<file path="config.mk">
export PLATFORM = sky130hd
export DESIGN_NAME = multicycle_control_unit
export DESIGN_NICKNAME = d
export VERILOG_FILES = /design/src/rtl/multicycle_control_unit.sv
export SDC_FILE = /design/constraint.sdc
export NUM_CORES = 1
export LEC_CHECK = 0
export CAP_MARGIN = 20
export CELL_PAD_IN_SITES_DETAIL_PLACEMENT = 0
export CELL_PAD_IN_SITES_GLOBAL_PLACEMENT = 1
export CORE_ASPECT_RATIO = 1.4
export CORE_UTILIZATION = 24
export DETAILED_ROUTE_END_ITERATION = 10
export GPL_ROUTABILITY_DRIVEN = 0
export HOLD_SLACK_MARGIN = 0.08
export PLACE_DENSITY_LB_ADDON = 0.1
export SLEW_MARGIN = 20
export SYNTH_ARGS = -nofsm -noshare
export SYNTH_HDL_FRONTEND = slang
export SYNTH_SLANG_ARGS = --single-unit
export TNS_END_PERCENT = 10
</file>
<file path="constraint.sdc">
create_clock -name clk -period 1.4 [get_ports clk]
set_input_delay 0.21 -clock clk [delete_from_list [all_inputs] [get_ports clk]]
set_output_delay 0.21 -clock clk [all_outputs]
set_load 0.02 [all_outputs]
</file>
<file path="src/rtl/multicycle_control_unit.sv">
// Multicycle RV32I controller: sequences each instruction over several cycles and
// decodes per-state enables and mux selects, with an optional memory-ready stall.
module multicycle_control_unit #(
    parameter bit MEM_HANDSHAKE = 1'b1,
    parameter bit BNE_EN        = 1'b1
) (
    input  logic       clk,
    input  logic       rst_n,
    input  logic [6:0] opcode,
    input  logic [2:0] func3,
    input  logic       func7_5,
    input  logic       zero,
    input  logic       mem_ready,
    output logic       PCWrite,
    output logic       AdrSrc,
    output logic       MemWrite,
    output logic       IRWrite,
    output logic       RegWrite,
    output logic [1:0] ResultSrc,
    output logic [1:0] ALUSrcA,
    output logic [1:0] ALUSrcB,
    output logic [1:0] ImmSrc,
    output logic [2:0] ALUControl,
    output logic       illegal
);

    localparam logic [6:0] OP_LW  = 7'b0000011;
    localparam logic [6:0] OP_SW  = 7'b0100011;
    localparam logic [6:0] OP_R   = 7'b0110011;
    localparam logic [6:0] OP_I   = 7'b0010011;
    localparam logic [6:0] OP_BR  = 7'b1100011;
    localparam logic [6:0] OP_JAL = 7'b1101111;

    localparam logic [2:0] ALU_ADD = 3'b000;
    localparam logic [2:0] ALU_SUB = 3'b001;
    localparam logic [2:0] ALU_AND = 3'b010;
    localparam logic [2:0] ALU_OR  = 3'b011;
    localparam logic [2:0] ALU_XOR = 3'b100;
    localparam logic [2:0] ALU_SLT = 3'b101;
    localparam logic [2:0] ALU_SRL = 3'b110;
    localparam logic [2:0] ALU_SLL = 3'b111;

    typedef enum logic [3:0] {
        S_FETCH,
        S_DECODE,
        S_MEMADR,
        S_MEMREAD,
        S_MEMWB,
        S_MEMWRITE,
        S_EXECR,
        S_EXECI,
        S_ALUWB,
        S_JAL,
        S_BRANCH
    } state_t;

    state_t state;
    logic   ready;
    logic   branch_legal;
    logic [2:0] alu_func;

    assign ready        = MEM_HANDSHAKE ? mem_ready : 1'b1;
    assign branch_legal = (func3 == 3'b000) || (BNE_EN && (func3 == 3'b001));

    always_ff @(posedge clk or negedge rst_n) begin
        if (!rst_n) begin
            state <= S_FETCH;
        end else begin
            case (state)
                S_FETCH:    if (ready) state <= S_DECODE;
                S_DECODE: begin
                    case (opcode)
                        OP_LW, OP_SW: state <= S_MEMADR;
                        OP_R:         state <= S_EXECR;
                        OP_I:         state <= S_EXECI;
                        OP_JAL:       state <= S_JAL;
                        OP_BR:        state <= branch_legal ? S_BRANCH : S_FETCH;
                        default:      state <= S_FETCH;
                    endcase
                end
                S_MEMADR:   state <= opcode[5] ? S_MEMWRITE : S_MEMREAD;
                S_MEMREAD:  if (ready) state <= S_MEMWB;
                S_MEMWB:    state <= S_FETCH;
                S_MEMWRITE: if (ready) state <= S_FETCH;
                S_EXECR:    state <= S_ALUWB;
                S_EXECI:    state <= S_ALUWB;
                S_ALUWB:    state <= S_FETCH;
                S_JAL:      state <= S_ALUWB;
                S_BRANCH:   state <= S_FETCH;
                default:    state <= S_FETCH;
            endcase
        end
    end

    // func7_5 is only consulted for add/sub on R-type, so an X there elsewhere stays contained
    always_comb begin
        case (func3)
            3'b000:  alu_func = (opcode[5] && func7_5) ? ALU_SUB : ALU_ADD;
            3'b001:  alu_func = ALU_SLL;
            3'b010:  alu_func = ALU_SLT;
            3'b100:  alu_func = ALU_XOR;
            3'b101:  alu_func = ALU_SRL;
            3'b110:  alu_func = ALU_OR;
            3'b111:  alu_func = ALU_AND;
            default: alu_func = ALU_ADD;
        endcase
    end

    always_comb begin
        case (opcode)
            OP_SW:   ImmSrc = 2'b01;
            OP_BR:   ImmSrc = 2'b10;
            OP_JAL:  ImmSrc = 2'b11;
            default: ImmSrc = 2'b00;
        endcase
    end

    always_comb begin
        PCWrite    = 1'b0;
        AdrSrc     = 1'b0;
        MemWrite   = 1'b0;
        IRWrite    = 1'b0;
        RegWrite   = 1'b0;
        ResultSrc  = 2'b00;
        ALUSrcA    = 2'b00;
        ALUSrcB    = 2'b00;
        ALUControl = ALU_ADD;
        illegal    = 1'b0;
        case (state)
            S_FETCH: begin
                ALUSrcB   = 2'b10;
                ResultSrc = 2'b10;
                IRWrite   = ready;
                PCWrite   = ready;
            end
            S_DECODE: begin
                ALUSrcA = 2'b01;
                ALUSrcB = 2'b01;
                case (opcode)
                    OP_LW, OP_SW, OP_R, OP_I, OP_JAL: illegal = 1'b0;
                    OP_BR:   illegal = !branch_legal;
                    default: illegal = 1'b1;
                endcase
            end
            S_MEMADR: begin
                ALUSrcA = 2'b10;
                ALUSrcB = 2'b01;
            end
            S_MEMREAD: AdrSrc = 1'b1;
            S_MEMWB: begin
                ResultSrc = 2'b01;
                RegWrite  = 1'b1;
            end
            S_MEMWRITE: begin
                AdrSrc   = 1'b1;
                MemWrite = 1'b1;
            end
            S_EXECR: begin
                ALUSrcA    = 2'b10;
                ALUControl = alu_func;
            end
            S_EXECI: begin
                ALUSrcA    = 2'b10;
                ALUSrcB    = 2'b01;
                ALUControl = alu_func;
            end
            S_ALUWB: RegWrite = 1'b1;
            S_JAL: begin
                ALUSrcA = 2'b01;
                ALUSrcB = 2'b10;
                PCWrite = 1'b1;
            end
            S_BRANCH: begin
                ALUSrcA    = 2'b10;
                ALUControl = ALU_SUB;
                PCWrite    = zero ^ func3[0];
            end
            default: ;
        endcase
        // Reset kills every write strobe at once, even one held by a memory stall
        if (!rst_n) begin
            PCWrite  = 1'b0;
            IRWrite  = 1'b0;
            RegWrite = 1'b0;
            MemWrite = 1'b0;
            illegal  = 1'b0;
        end
    end

endmodule

</file>
### Word-level counts from Yosys, hierarchy flattened

Cells that the tools add are included.
Widths: inputs -> output; s select.

| cells by class | value |
|---|---|
| reductions and logical operators | 16 |
| mux-type cells | 26 |
| equal/unequal tests | 25 |
| bitwise operators | 1 |

Operators by type and width:

| operator | count |
|---|---|
| $pmux 4 s6 | 1 |
| $pmux 3 s7 | 1 |
| $pmux 4 s5 | 1 |
| $eq 4x3->1 const B | 4 |
| $mux 4 | 4 |
| $eq 7x6->1 const B | 2 |
| $eq 7x7->1 const B | 2 |
| $eq 3x3->1 const B | 4 |
| $eq 4x4->1 const B | 3 |
| $pmux 2 s2 | 3 |
| $reduce_or 2->1 | 6 |
| $mux 1 | 11 |
| $eq 4x2->1 const B | 2 |
| $eq 7x2->1 const B | 1 |
| $eq 7x5->1 const B | 1 |
| $ne 2x2->1 const B | 3 |
| $pmux 2 s3 | 1 |
| $pmux 3 s2 | 1 |
| $reduce_or 3->1 | 2 |
| $reduce_or 5->1 | 1 |
| $eq 4x1->1 const B | 1 |
| $logic_not 4->1 | 1 |
| $reduce_or 4->1 | 1 |
| $eq 3x1->1 const B | 1 |
| other kinds (10) | 10 |

| storage, ports and cells | value |
|---|---|
| input bits | 15 |
| word-level logic and storage cells | 69 |
| register bits after elaboration | 4 |
| output and inout port bits | 17 |

### Depth between registers and ports, before layout

| logic depth | value |
|---|---|
| depth in word-level cells | 6 |
| gate-level depth with buffers | 5 |
| gate-level depth less buffers | 4 |

### Worst setup path before layout

OpenSTA, ideal clock, no wires.

| path | value |
|---|---|
| path type | register -> output |
| start point | register state[0] |
| end point | output port IRWrite |
| buffers on the path | 1 |
| data arrival time | 1.717 ns |
| path slack | -0.527 ns |
| data required time | 1.190 ns |
| stages on the path, launching flop included | 4 |
| cell sequence | dfrtp_1 buf_2 nor4_1 and3_1 |

| between the ends | value |
|---|---|
| word-level cells in the longest chain between the ends | 3 |

Ends and longest elaborated chain:

| element | RTL line | text |
|---|---|---|
| start, declared | 57 | `state_t state;` |
| start signal, assigned | 77 | `OP_BR: state <= branch_legal ? S_BRANCH : S_FETCH;` |
| start signal, assigned | 81 | `S_MEMADR: state <= opcode[5] ? S_MEMWRITE : S_MEMREAD;` |
| $logic_not 4->1 | 129 | `case (state)` |
| $mux 1 | 129 |  |
| $mux 1 | 181 | `if (!rst_n) begin` |
| end, declared | 17 | `output logic IRWrite,` |

Every way passes these cells.

### Final worst setup path

| path | value |
|---|---|
| start point | input port func3[2] |
| end point | output port illegal |

| between the ends | value |
|---|---|
| word-level cells in the longest chain between the ends | 6 |
| elaborated cells on any way between the ends | 7 |
| classes of those cells | eq/ne: 1; mux: 3; reduce/logical: 3 |

Ends and longest elaborated chain:

| element | RTL line | text |
|---|---|---|
| start, declared | 10 | `input logic [2:0] func3,` |
| $eq 3x1->1 or $logic_not 3->1 (tied branches) | 63 | `assign branch_legal = (func3 == 3'b000) \|\| (BNE_EN && (func3 == 3'b001));` |
| $logic_or 1x1->1 (*) | 63 |  |
| $logic_not 1->1 (*) | 141 | `OP_BR: illegal = !branch_legal;` |
| $pmux 1 s2 (*) | 139 | `case (opcode)` |
| $mux 1 (*) | 129 |  |
| $mux 1 (*) | 181 |  |
| end, declared | 24 | `output logic illegal` |

Every way passes the cells marked *; elsewhere a longest branch is shown, timed or not.

==> results.md <==
* Status: finished, violations left
* Failing checks: setup timing
* Share of cells above drive strength 1 at about 57%
* Vias/cell at 5.01
* Pwr/cell area at 417 mW/mm^2
* DIE HEIGHT at 62.7 um
* Multi-input logic area at 626 sq um
* Synth cell types at 39
* Crit path kind: primary input to primary output
* Final min period at 1.60 ns
* Most frequent cells in the layout: buf_4, buf_6, a21oi_1
* Max reg flops at 4
* Max-slew violations at 0
* Peak supply drop at 0.274 mV
* Placed cells at approximately 170
* Initial antenna violation count at 0
* Syn Std Cell Area at ~630 sq um
* Static leakage at 0.000618 uW
* Yosys top cell area share at between 10% and 20%
* I/O Buffers at 31
* Detailed Place HPWL at 1740 um
* Post-Route Hold Slack at 0.443 ns
* Core area at 0.00244 sq mm
* Clk_lat worst skew at between 0.2 and 0.25 ns
* Syn avg cell area at roughly 7.1 sq um
* Largest net degree at the start of global routing at 9
* GRT Total Usage at 18.6%
* Drt wl/cell at 13.5 um
* H-Tree Depth at 1
* Regs by FF count: state x4
* Initial DRC count at 15
* Number of global-route vias before repair at around 920
* Final Non-Filler Cells at 183
* CTS Hold Bufs at 0
* Row count at 21
* Share of the clock period used by the worst path at 114%
* Total power at 571 uW
* Post-synth EDFFs at 0
* Starting Density at 25.9%
* CTS clock-pin slew for the worst setup and hold paths at approximately 0.040 ns
* Detailed Routing Iterations Pass 1 at 4
* Hold/Removal Path Class: primary input to async pin
* Fillers at 246
* Max FO, Critical Path at 2
* Antenna Nets Post-Route at 0
* Clk sinks at 4
* Largest reg by FF count: state
* Fin worst setup slack at -0.196 ns
* Drt drc at 0
* Reg area at 104 sq um
* Post-synth ARST share at 100%
* Unrepaired setup endpoints after global routing: true
* Syn. warnings at 0
* Most common cell after layout, fill and taps aside: buf_4
* I/O pins at 32
* Core Util, Final at 56.1%
* Largest area contributor in the netlist: dfrtp_1
* Top post-synthesis cells by area: dfrtp_1, a21oi_1, nor2_1
* First-pass GRT wire length at 3900 um
* DIE AREA at 0.00284 sq mm
* Worst Max-Slew Pin Slew at between 0.2 and 0.3 ns
* GRT overflow at 0
* CP Capture Type: primary output
* Crit path DAT at around 1.4 ns
* Final hold viol count at 0
* CP required at 1.19 ns
* Clk_skew at around 0.0036 ns
* Synth Flop Type: dfrtp_1
* Die width at 45.4 um
* Area grow syn2layout at 117%
* Fin nets at 166
* CTS buffer count at 3
* # diodes at 0
* Max Root-Sink Buffers at 2
* # setup viols final at 16
* CP startpoint kind: primary input
* Max Freq at 627 MHz
* Root buf cell: clkbuf_4
* Synth Instances at 89
* Sequential element share of the synthesized area at 15.8%
* Max-cap violations at 0
* Via count at 917
* CTS tree: done
* Synthesis-stage register bit count at 4
* Place WS at -0.981 ns
* Final WL at about 2500 um
* Relative slew slack at 82.1%
* Synth Net Count at 104
-- worst paths after layout --
| path | from | to | slack (ns) | depth (start not counted) |
|---|---|---|---|---|
| min reg2reg | state[2]$_DFFE_PN0P_ | state[2]$_DFFE_PN0P_ | 0.72 | 2 |
| min in group clk | opcode[5] | state[1]$_DFFE_PN0P_ | 0.52 | 4 |
| max reg2reg | state[0]$_DFFE_PN0P_ | state[0]$_DFFE_PN0P_ | 0.06 | 6 |
| min | rst_n | state[2]$_DFFE_PN0P_ | 0.44 | 2 |
| max in group asynchronous | rst_n | state[1]$_DFFE_PN0P_ | 0.84 | 2 |
| max | func3[2] | illegal | -0.20 | 6 |
-- kinds of logic after synthesis --
family,after synthesis,share of synthesized area (%)
compound gates,26,27.3
xor+xnor,6,8.32
buf+inv,10,6.73
flops,4,15.8
mux,3,4.75
simple gates,40,37.0
-- metal layers --
layer | up-vias | GRT usage (%) | share of wire, % | routed length [um]
met5 | - | 0 | 0 | 0
met4 | 0 | 7.95 | 2.1 | 51
met3 | 6 | 2.31 | 3.8 | 94
met2 | 35 | 35.5 | 58 | 1420
met1 | 425 | 18.4 | 37 | 905
li1 | 451 | - | - | -
-- cell type report --
class | instances | area share (%)
multi-input cells | 75 | 45.7
repair buffers | 65 | 41.5
flip-flops and latches | 4 | 7.58
well taps | 34 | 3.11
clock buffers | 3 | 1.64
inverters | 2 | 0.548
-- worst max-delay path, stage by stage --
cell	delay [ns]
buf_6	0.09
or4b_4	0.54
a21oi_4	0.16
o21ai_1	0.07
and4_1	0.18
buf_6	0.13
-- Yosys cell counts, types with 2 or more instances --
library cell  instances
dfrtp_1               4
nor3b_1               2
xnor2_1               3
o22a_1                2
nor4_1                2
clkbuf_1              4
nor2b_1               2
mux2i_1               3
nand2b_1              4
nor3_1                3
nor4b_1               2
nand3_1               3
inv_1                 2
buf_2                 4
o31ai_1               2
xor2_1                3
nor2_1                9
and3_1                4
o21ai_0               5
a21oi_1               7
-- through the flow --
stage	cell area (sq um)	TNS [ns]
floorplan	702	-0.162
global placement	1220	-9.70
detailed placement	1220	-9.74
CTS	1320	-1.94
global route	1370	-2.67
finish	1370	-1.89
-- what timing repair did --
action,in CTS,in global routing
setup buffers,9,0
resized for setup,134,11
endpoints found under the setup margin,21,19
hold endpoints to repair,0,0
cloned,0,0
pin swaps,7,1
-- power breakdown --
part / internal, uW / switching, uW / leakage, uW / total (uW)
Clock: 96.0 / 49.7 / 0.0000138 / 146
Sequential: 120 / 7.37 / 0.0000498 / 127
Combinational: 161 / 137 / 0.000555 / 298
Total: 377 / 194 / 0.000618 / 571
No activity file was read; power rests on OpenSTA's default activity.
